### config.mk
export PLATFORM = sky130hd
export DESIGN_NAME = sparse_coo_mm_engine
export DESIGN_NICKNAME = d
export VERILOG_FILES = /design/src/rtl/sparse_coo_mm_engine.sv
export SDC_FILE = /design/constraint.sdc
export NUM_CORES = 2
export LEC_CHECK = 0
export CAP_MARGIN = 20
export CORE_ASPECT_RATIO = 0.8
export CORE_MARGIN = 2
export CORE_UTILIZATION = 25
export CTS_BUF_LIST = sky130_fd_sc_hd__clkbuf_16
export DETAILED_ROUTE_END_ITERATION = 6
export SLEW_MARGIN = 10
export SYNTH_ARGS = -nofsm -noshare
export SYNTH_HDL_FRONTEND = slang
export SYNTH_SLANG_ARGS = --single-unit
export TNS_END_PERCENT = 30
### constraint.sdc
create_clock -name clk -period 13.7 [get_ports clk]
set_input_delay 2.055 -clock clk [delete_from_list [all_inputs] [get_ports clk]]
set_output_delay 2.055 -clock clk [all_outputs]
set_load 0.01 [all_outputs]
### src/rtl/sparse_coo_mm_engine.sv
// Streaming COO sparse matrix multiply C = A * B: buffers both nonzero lists, sweeps every
// A x B entry pair through one MAC, then drains C row-major as dense or nonzero-only beats.
module sparse_coo_mm_engine #(
   parameter int unsigned DATA_W     = 16,
   parameter int unsigned M          = 4,
   parameter int unsigned N          = 4,
   parameter int unsigned K          = 4,
   parameter int unsigned MAX_NNZ    = 30,
   parameter int unsigned SPARSE_OUT = 0,
   parameter int unsigned ACC_W      = 2 * DATA_W + $clog2(N),
   localparam int unsigned MW = (M > 1) ? $clog2(M) : 1,
   localparam int unsigned NW = (N > 1) ? $clog2(N) : 1,
   localparam int unsigned KW = (K > 1) ? $clog2(K) : 1
) (
   input  logic              clk,
   input  logic              rst_n,
   input  logic              start_i,
   output logic              busy_o,
   output logic              done_o,
   input  logic              a_valid_i,
   output logic              a_ready_o,
   input  logic [MW-1:0]     a_row_i,
   input  logic [NW-1:0]     a_col_i,
   input  logic [DATA_W-1:0] a_val_i,
   input  logic              a_last_i,
   input  logic              b_valid_i,
   output logic              b_ready_o,
   input  logic [NW-1:0]     b_row_i,
   input  logic [KW-1:0]     b_col_i,
   input  logic [DATA_W-1:0] b_val_i,
   input  logic              b_last_i,
   output logic              c_valid_o,
   input  logic              c_ready_i,
   output logic [MW-1:0]     c_row_o,
   output logic [KW-1:0]     c_col_o,
   output logic [ACC_W-1:0]  c_val_o,
   output logic              c_last_o,
   output logic              err_index_o,
   output logic              err_overflow_o
);

   localparam int unsigned IW = (MAX_NNZ > 1) ? $clog2(MAX_NNZ) : 1;
   localparam int unsigned CW = $clog2(MAX_NNZ + 1);

   localparam logic [MW:0]   MLim   = M[MW:0];
   localparam logic [NW:0]   NLim   = N[NW:0];
   localparam logic [KW:0]   KLim   = K[KW:0];
   localparam logic [CW-1:0] NnzMax = MAX_NNZ[CW-1:0];
   localparam logic [MW-1:0] MLast  = MW'(M - 1);
   localparam logic [KW-1:0] KLast  = KW'(K - 1);

   typedef enum logic [1:0] {StIdle, StLoad, StCompute, StDrain} state_e;

   state_e state_q, state_d;

   // Entry buffers; only slots below the matching count are ever read.
   logic        [MW-1:0]     a_row_q [MAX_NNZ];
   logic        [NW-1:0]     a_col_q [MAX_NNZ];
   logic signed [DATA_W-1:0] a_val_q [MAX_NNZ];
   logic        [NW-1:0]     b_row_q [MAX_NNZ];
   logic        [KW-1:0]     b_col_q [MAX_NNZ];
   logic signed [DATA_W-1:0] b_val_q [MAX_NNZ];

   logic signed [ACC_W-1:0]  acc_q [M][K];

   logic [CW-1:0] a_cnt_q, a_cnt_d, b_cnt_q, b_cnt_d;
   logic          a_done_q, a_done_d, b_done_q, b_done_d;
   logic [IW-1:0] i_q, i_d, j_q, j_d;
   logic [MW-1:0] r_q, r_d;
   logic [KW-1:0] cc_q, cc_d;
   logic          done_q, done_d;
   logic          err_idx_q, err_idx_d, err_ovf_q, err_ovf_d;

   logic a_fire, b_fire, a_in_range, b_in_range, a_store, b_store;
   logic acc_clr, acc_we, more_nz, at_end;
   logic [IW-1:0] i_last, j_last;
   logic [MW-1:0] acc_row;
   logic [KW-1:0] acc_col;
   logic signed [2*DATA_W-1:0] prod;
   logic signed [ACC_W-1:0]    prod_ext;
   logic signed [ACC_W-1:0]    cur_val;

   assign a_ready_o = (state_q == StLoad) && !a_done_q;
   assign b_ready_o = (state_q == StLoad) && !b_done_q;
   assign a_fire    = a_valid_i && a_ready_o;
   assign b_fire    = b_valid_i && b_ready_o;

   assign a_in_range = ({1'b0, a_row_i} < MLim) && ({1'b0, a_col_i} < NLim);
   assign b_in_range = ({1'b0, b_row_i} < NLim) && ({1'b0, b_col_i} < KLim);

   assign i_last   = IW'(a_cnt_q - 1'b1);
   assign j_last   = IW'(b_cnt_q - 1'b1);
   assign acc_row  = a_row_q[i_q];
   assign acc_col  = b_col_q[j_q];
   assign prod     = a_val_q[i_q] * b_val_q[j_q];
   assign prod_ext = ACC_W'(prod);

   assign cur_val = acc_q[r_q][cc_q];
   assign at_end  = (r_q == MLast) && (cc_q == KLast);

   // Lookahead so the last nonzero beat can carry c_last in sparse mode.
   always_comb begin
      more_nz = 1'b0;
      for (int rr = 0; rr < M; rr++) begin
         for (int ci = 0; ci < K; ci++) begin
            if (((rr > int'(r_q)) || ((rr == int'(r_q)) && (ci > int'(cc_q)))) &&
                (acc_q[rr][ci] != '0)) begin
               more_nz = 1'b1;
            end
         end
      end
   end

   always_comb begin
      state_d   = state_q;
      a_cnt_d   = a_cnt_q;
      b_cnt_d   = b_cnt_q;
      a_done_d  = a_done_q;
      b_done_d  = b_done_q;
      i_d       = i_q;
      j_d       = j_q;
      r_d       = r_q;
      cc_d      = cc_q;
      done_d    = 1'b0;
      err_idx_d = err_idx_q;
      err_ovf_d = err_ovf_q;
      a_store   = 1'b0;
      b_store   = 1'b0;
      acc_clr   = 1'b0;
      acc_we    = 1'b0;
      c_valid_o = 1'b0;
      c_last_o  = 1'b0;

      unique case (state_q)
         StIdle: begin
            if (start_i) begin
               state_d   = StLoad;
               a_cnt_d   = '0;
               b_cnt_d   = '0;
               a_done_d  = 1'b0;
               b_done_d  = 1'b0;
               i_d       = '0;
               j_d       = '0;
               r_d       = '0;
               cc_d      = '0;
               err_idx_d = 1'b0;
               err_ovf_d = 1'b0;
               acc_clr   = 1'b1;
            end
         end
         StLoad: begin
            if (a_fire) begin
               if (!a_in_range) begin
                  err_idx_d = 1'b1;
               end else if (a_cnt_q == NnzMax) begin
                  err_ovf_d = 1'b1;
               end else begin
                  a_store = 1'b1;
                  a_cnt_d = a_cnt_q + 1'b1;
               end
               if (a_last_i) a_done_d = 1'b1;
            end
            if (b_fire) begin
               if (!b_in_range) begin
                  err_idx_d = 1'b1;
               end else if (b_cnt_q == NnzMax) begin
                  err_ovf_d = 1'b1;
               end else begin
                  b_store = 1'b1;
                  b_cnt_d = b_cnt_q + 1'b1;
               end
               if (b_last_i) b_done_d = 1'b1;
            end
            if (a_done_d && b_done_d) state_d = StCompute;
         end
         StCompute: begin
            if ((a_cnt_q == '0) || (b_cnt_q == '0)) begin
               state_d = StDrain;
            end else begin
               acc_we = (a_col_q[i_q] == b_row_q[j_q]);
               if (j_q == j_last) begin
                  j_d = '0;
                  if (i_q == i_last) begin
                     i_d     = '0;
                     state_d = StDrain;
                  end else begin
                     i_d = i_q + 1'b1;
                  end
               end else begin
                  j_d = j_q + 1'b1;
               end
            end
         end
         StDrain: begin
            c_valid_o = (SPARSE_OUT == 0) || (cur_val != '0);
            c_last_o  = c_valid_o && ((SPARSE_OUT == 0) ? at_end : !more_nz);
            // A skipped zero advances without waiting on c_ready.
            if (!c_valid_o || c_ready_i) begin
               if (at_end || c_last_o) begin
                  state_d = StIdle;
                  done_d  = 1'b1;
               end else if (cc_q == KLast) begin
                  cc_d = '0;
                  r_d  = r_q + 1'b1;
               end else begin
                  cc_d = cc_q + 1'b1;
               end
            end
         end
         default: state_d = StIdle;
      endcase
   end

   always_ff @(posedge clk or negedge rst_n) begin
      if (!rst_n) begin
         state_q   <= StIdle;
         a_cnt_q   <= '0;
         b_cnt_q   <= '0;
         a_done_q  <= 1'b0;
         b_done_q  <= 1'b0;
         i_q       <= '0;
         j_q       <= '0;
         r_q       <= '0;
         cc_q      <= '0;
         done_q    <= 1'b0;
         err_idx_q <= 1'b0;
         err_ovf_q <= 1'b0;
      end else begin
         state_q   <= state_d;
         a_cnt_q   <= a_cnt_d;
         b_cnt_q   <= b_cnt_d;
         a_done_q  <= a_done_d;
         b_done_q  <= b_done_d;
         i_q       <= i_d;
         j_q       <= j_d;
         r_q       <= r_d;
         cc_q      <= cc_d;
         done_q    <= done_d;
         err_idx_q <= err_idx_d;
         err_ovf_q <= err_ovf_d;
      end
   end

   always_ff @(posedge clk or negedge rst_n) begin
      if (!rst_n) begin
         for (int rr = 0; rr < M; rr++) begin
            for (int ci = 0; ci < K; ci++) acc_q[rr][ci] <= '0;
         end
      end else if (acc_clr) begin
         for (int rr = 0; rr < M; rr++) begin
            for (int ci = 0; ci < K; ci++) acc_q[rr][ci] <= '0;
         end
      end else if (acc_we) begin
         acc_q[acc_row][acc_col] <= acc_q[acc_row][acc_col] + prod_ext;
      end
   end

   always_ff @(posedge clk) begin
      if (a_store) begin
         a_row_q[IW'(a_cnt_q)] <= a_row_i;
         a_col_q[IW'(a_cnt_q)] <= a_col_i;
         a_val_q[IW'(a_cnt_q)] <= a_val_i;
      end
      if (b_store) begin
         b_row_q[IW'(b_cnt_q)] <= b_row_i;
         b_col_q[IW'(b_cnt_q)] <= b_col_i;
         b_val_q[IW'(b_cnt_q)] <= b_val_i;
      end
   end

   assign busy_o         = (state_q != StIdle);
   assign done_o         = done_q;
   assign err_index_o    = err_idx_q;
   assign err_overflow_o = err_ovf_q;
   assign c_row_o        = r_q;
   assign c_col_o        = cc_q;
   assign c_val_o        = cur_val;

endmodule

=== Word-level counts from Yosys, hierarchy flattened ===
Memory sizes are Yosys's and may differ from the RTL's.
Cells that the tools add are included.
Widths: inputs -> output; s select.

* Output and inout bits: 46
* Memory bits (writable): 1200
* Latch bits: 0
* Bits in read-only memories: 0
* Flip-flop bits (word level): 574
* Memories: 6

* Shifts and indexed selects: 0
* Multipliers: 1
* Mux-type cells: 83
* Magnitude comparators: 6
* Div/mod/pow operators: 0
* Reductions and logical operators: 27
* $add $sub $neg: 9
* Bitwise gates (word level): 4
* Eq/ne operators: 24

{| class="wikitable"
|+ Memory list
! name !! depth !! width !! read ports !! clocked after memory_dff !! wr ports !! RTL line !! RTL
|-
| a_val_q || 30 || 16 || 1 || 0 || 1 || 59 || <nowiki>logic signed [DATA_W-1:0] a_val_q [MAX_NNZ];</nowiki>
|-
| b_val_q || 30 || 16 || 1 || 0 || 1 || 62 || <nowiki>logic signed [DATA_W-1:0] b_val_q [MAX_NNZ];</nowiki>
|-
| a_col_q || 30 || 2 || 1 || 0 || 1 || 58 || <nowiki>logic [NW-1:0] a_col_q [MAX_NNZ];</nowiki>
|-
| a_row_q || 30 || 2 || 1 || 0 || 1 || 57 || <nowiki>logic [MW-1:0] a_row_q [MAX_NNZ];</nowiki>
|-
| b_col_q || 30 || 2 || 1 || 0 || 1 || 61 || <nowiki>logic [KW-1:0] b_col_q [MAX_NNZ];</nowiki>
|-
| b_row_q || 30 || 2 || 1 || 0 || 1 || 60 || <nowiki>logic [NW-1:0] b_row_q [MAX_NNZ];</nowiki>
|}

{| class="wikitable"
|+ Operators with widths
! cell !! number
|-
| $mux 544 || 2
|-
| $mux 136 || 5
|-
| $bmux 136 s2 || 2
|-
| $bwmux 544 || 1
|-
| $demux 136 s2 || 1
|-
| $mux 34 || 5
|-
| $bmux 34 s2 || 2
|-
| $demux 34 s2 || 1
|-
| $mux 5 || 10
|-
| $pmux 5 s2 || 4
|-
| $add 34x32->34 || 1
|-
| $mul 16x16->32 || 1
|-
| $mux 1 || 30
|-
| $mux 2 || 14
|-
| $ne 2x2->1 const B || 11
|-
| $add 5x1->5 const B || 4
|-
| $reduce_and 4->1 || 4
|-
| $ge 3x3->1 const B || 4
|-
| $not 2->3 || 4
|-
| $eq 5x5->1 || 2
|-
| $eq 5x5->1 const B || 2
|-
| $logic_not 5->1 || 2
|-
| $reduce_bool 2->1 || 5
|-
| $sub 5x1->5 const B || 2
|-
| other kinds (18) || 35
|}

=== Logic depth before layout (Yosys ltp) ===
An unclocked memory read counts as a cell.

* Word-level depth: 12
* Mapped depth: 40

=== Least setup slack after synthesis ===
Ideal clock, no wire load.

* Path kind: reg-to-reg
* From: register j_q[0]
* To: register acc_q[542] (netlist name)
* Path buffers: 8
* Required time: 13622 ps
* Period minus slack after synthesis: 9741 ps
* Cell stages (with the launch flop): 34
* Data arrival time: 9663 ps
* Library setup time: 78 ps
* Slack: 3959 ps
* Cell sequence: dfrtp_1 > buf_6 > buf_6 > buf_4 > buf_2 > buf_2 > buf_1 > mux4_2 > mux4_2 > mux2i_1 > clkbuf_1 > nor2_1 > fa_1 > inv_1 > fa_1 > fa_1 > inv_1 > fa_1 > fa_1 > inv_1 > fa_1 > inv_1 > ha_1 > a21o_1 > a21o_1 > a21oi_1 > or4b_2 > o211ai_1 > a31oi_1 > a221oi_1 > xnor2_1 > clkbuf_1 > nand2_1 > a21oi_1

* Word-level cells in the longest chain between the ends: 11
* Elaborated cells on any way between the ends: 23
* Classes of those cells: 1 x add/sub; 1 x mul; 2 x order compare; 1 x eq/ne; 12 x mux; 1 x bitwise; 2 x reduce/logical; 3 x memory

{| class="wikitable"
|+ RTL lines
! what !! RTL line !! RTL
|-
| start, declared || 68 || <nowiki>logic [IW-1:0] i_q, i_d, j_q, j_d;</nowiki>
|-
| start signal, assigned || 235 || <nowiki>j_q <= j_d;</nowiki>
|-
| parallel branches: the longest is 11 deep, another holds $add 34x32->34 || -- ||
|-
| end signal, assigned by index || 254 || <nowiki>acc_q[acc_row][acc_col] <= acc_q[acc_row][acc_col] + prod_ext;</nowiki>
|-
| end, declared || 64 || <nowiki>logic signed [ACC_W-1:0] acc_q [M][K];</nowiki>
|}

Parallel ways; which one is timed is not known. The select of a mux whose other input is x is not followed.
A chain may end at the register's enable or synchronous reset.

=== Worst setup path in the final report ===
* From: register i_q[1]
* To: register acc_q[67] (netlist name)

* Word-level cells in the longest chain between the ends: 12
* Elaborated cells on any way between the ends: 24
* Classes of those cells: 1 x add/sub; 1 x mul; 2 x order compare; 1 x eq/ne; 13 x mux; 1 x bitwise; 2 x reduce/logical; 3 x memory

{| class="wikitable"
|+ RTL lines
! what !! RTL line !! RTL
|-
| start, declared || 68 ||
|-
| start signal, assigned || 234 || <nowiki>i_q <= i_d;</nowiki>
|-
| parallel branches: the longest is 12 deep, another holds $add 34x32->34 || -- ||
|}

Parallel ways; which one is timed is not known. The select of a mux whose other input is x is not followed.

==> qor.csv <==
stage,metric,value,unit
synth,"Seq/Total Area, Yosys",57.0,%
synth,Yosys Warn Count,0,
timing,Fin Setup TNS,0,ps
cells_and_area,area of the multi-input gates,0.0350,mm²
timing,post-route minimum period,11090,ps
drt,antenna-violating nets left,0,
timing,headroom to the max-slew limit,19.2,%
clock_tree,Num CTS Buffers,182,
die,die height,536,µm
drt,Vias,55500,
die,IO Count,94,
setup_path,Crit-path slowest cell,dfrtp_4,
drt,drt first pass iters,6,
clock_tree,cts repair resizes,0,
timing,max-slew violations,0,
placed_design,# placed instances,10700,
die,starting density of the core,25.1,%
clock_tree,H-tree depth,4,
timing,number of failing hold endpoints at the final stage,0,
synth,#FFs+latches synth,1774,
clock_tree,clock buffer depth,4,
setup_path,CP Launch Type,register,
setup_path,CP required,14400,ps
timing,worst slew pin tran,1210,ps
grt,initial antenna violation count,25,
grt,vias in the first global route,56300,
setup_path,critical path class,register to register,
cells_and_area,ratio of cells with drive above 1 in the final layout,18.2,%
setup_path,Worst path max stage delay,950,ps
placed_design,Final Wtd Congestion,0.867,
die,CORE AREA,0.352,mm²
timing,setup violators final,0,
cells_and_area,register area,0.0504,mm²
outcome,status,"complete, no violations",
placed_design,pre-CTS WS,2740,ps
setup_path,worst path arrival time,11780,ps
grt,first-pass GRT wire length,390,mm
timing,Clock Skew,112,ps
drt,final wirelength,265,mm
cells_and_area,final non-filler cell total,11100,
grt,grt ovf,0,
drt,starting DRC count in detailed routing,6284,
synth,net count after synthesis,6629,
clock_tree,postcts setup bufs,0,
run,maxcap violations,0,
worst_hold_path,Tightest Hold Check Type,register to register,
synth,Unique masters post-synth,81,
timing,Max Fclk,90.2,MHz
die,standard-cell rows,195,
synth,Post-synth ARST share,32.4,%
clock_tree,Post-CTS Hold Fix Bufs,0,
placed_design,number of port buffers,92,
clock_tree,Worst-Skew Late Latency,900,ps
synth,share of the synthesized area in the top cell type,40.8,%
die,die area,0.358,mm²
clock_tree,CTS tree,yes,
synth,Post-synth top flop,edfxtp_1,
setup_path,Buf/Inv on CP,4,
setup_path,"CP delay by family, top",compound AO/OA/AOI/OAI gates,
timing,Final Cycle Share,80.9,%
timing,unrepaired setup endpoints after global routing,false,
synth,"EDFF count, synth",1200,
clock_tree,CTS Sinks,1774,
synth,Synth Instances,6156,
drt,via/cell ratio,5.02,
clock_tree,CTS root buffer,clkbuf_16,
clock_tree,"Reg clk slew, reported paths",70,ps
setup_path,CP Capture Type,register,
synth,Synth area leader,edfxtp_1,
grt,Tot GR Track Use,14.5,%
drt,DRC errors left,0,
synth,"Avg Cell Area, Syn",14.4,µm²
die,die extent in x,669,µm
grt,pin count of the biggest net entering global routing,163,
placed_design,DP HPWL,157,mm
cells_and_area,Final nets,6659,
synth,Synth area leaders,"edfxtp_1 41%, dfrtp_1 16%, mux4_2 13%, fa_1 6.9%, a22o_1 3.4%",
cells_and_area,Synth-to-Final Area Change,14.3,%
cells_and_area,fill count,35200,
timing,setup ws final,2610,ps
synth,Synth Cell Area,0.0884,mm²
setup_path,Most Frequent Cell on Critical Path,fa_1,
setup_path,Worst Path Max Fanout,53,
drt,Avg WL per Cell,24.0,µm
==> layer usage <==
| metal | track usage, % | wire (µm) |
|---|---|---|
| met2 | 22.3 | 119000 |
| met3 | 4.01 | 25500 |
| met5 | 0.0666 | 184 |
| met1 | 19.9 | 111000 |
| met4 | 4.55 | 8860 |
==> registers in the layout (all words and copies together), names as in the netlist, 2 cells and up <==
signal,flops
b_col_q,60
j_q,5
i_q,5
c_row_o,2
acc_q,544
a_val_q,480
b_val_q,480
state_q,2
b_cnt_q,5
b_row_q,60
a_col_q,60
c_col_o,2
a_cnt_q,5
a_row_q,60
==> metrics by stage <==
stage	util [%]	hold slack [ps]	instance area, µm²
after floorplan	-	466	88400
after global placement	27.0	461	95200
after detailed placement	27.0	472	95200
after CTS	28.6	481	101000
after global routing	28.7	495	101000
final	28.7	483	101000
==> final timing paths <==
kind | start | end | slack (ps) | depth (start not counted)
worst max register to register | i_q[1] | acc_q[67] | 2610 | 29
worst max-delay path | i_q[1] | acc_q[67] | 2610 | 29
max in group asynchronous | rst_n | acc_q[27] | 9460 | 4
worst min register to register | c_col_o[0] | c_col_o[0] | 480 | 1
min in group asynchronous | rst_n | acc_q[516] | 1140 | 1
worst min-delay path | c_col_o[0] | c_col_o[0] | 480 | 1
==> final cells by class <==
class	instances	share of cell area [%]
antenna	3	0.00743
clock buffer	182	4.51
clock inverter	137	1.06
inverter	375	1.39
multi-input combinational	3562	34.7
sequential	1774	49.9
tap	4728	5.86
timing repair buffer	291	2.57
==> kinds of logic after synthesis <==
kind of cell	after synthesis	synth area share, %
AND/OR/NAND/NOR	1511	7.50
buffers and inverters	820	3.80
flip-flops	1774	57.0
AO/OA/AOI/OAI	840	7.03
adder cells (fa/ha/maj)	425	8.61
multiplexers	726	15.4
XOR/XNOR	59	0.585
other	1	0.00424
==> layout by cell type (no fill, tap or decap), drive strengths merged, types with 16 or more instances in the layout <==
cell	n
nand3	83
clkinv	76
a211oi	39
a22o	340
edfxtp	1200
and3	145
nor3	35
nor2	364
a21o	19
xor2	21
mux2	55
a311oi	69
mux2i	168
nand2	764
inv	415
buf	200
dfrtp	574
mux4	503
clkbuf	182
fa	305
clkdlybuf4s50	91
and2	16
a31oi	73
xnor2	38
nand2b	37
a21oi	135
o21ai	96
ha	120
==> Yosys cell counts (38+ instances only) <==
| cell type | count |
|---|---|
| a211oi_1 | 38 |
| a21oi_1 | 135 |
| a22o_1 | 340 |
| a311oi_1 | 69 |
| a31oi_1 | 73 |
| and3_1 | 145 |
| buf_1 | 47 |
| buf_2 | 98 |
| clkbuf_1 | 266 |
| dfrtp_1 | 574 |
| edfxtp_1 | 1200 |
| fa_1 | 305 |
| ha_1 | 120 |
| inv_1 | 372 |
| mux2_2 | 54 |
| mux2i_1 | 166 |
| mux4_2 | 503 |
| nand2_1 | 762 |
| nand3_1 | 83 |
| nor2_1 | 363 |
| o21ai_0 | 92 |
| xnor2_1 | 38 |
Power is left out: the tool's default activity adds up to more than one toggle a clock period on the data nets, which glitch-free logic cannot reach.
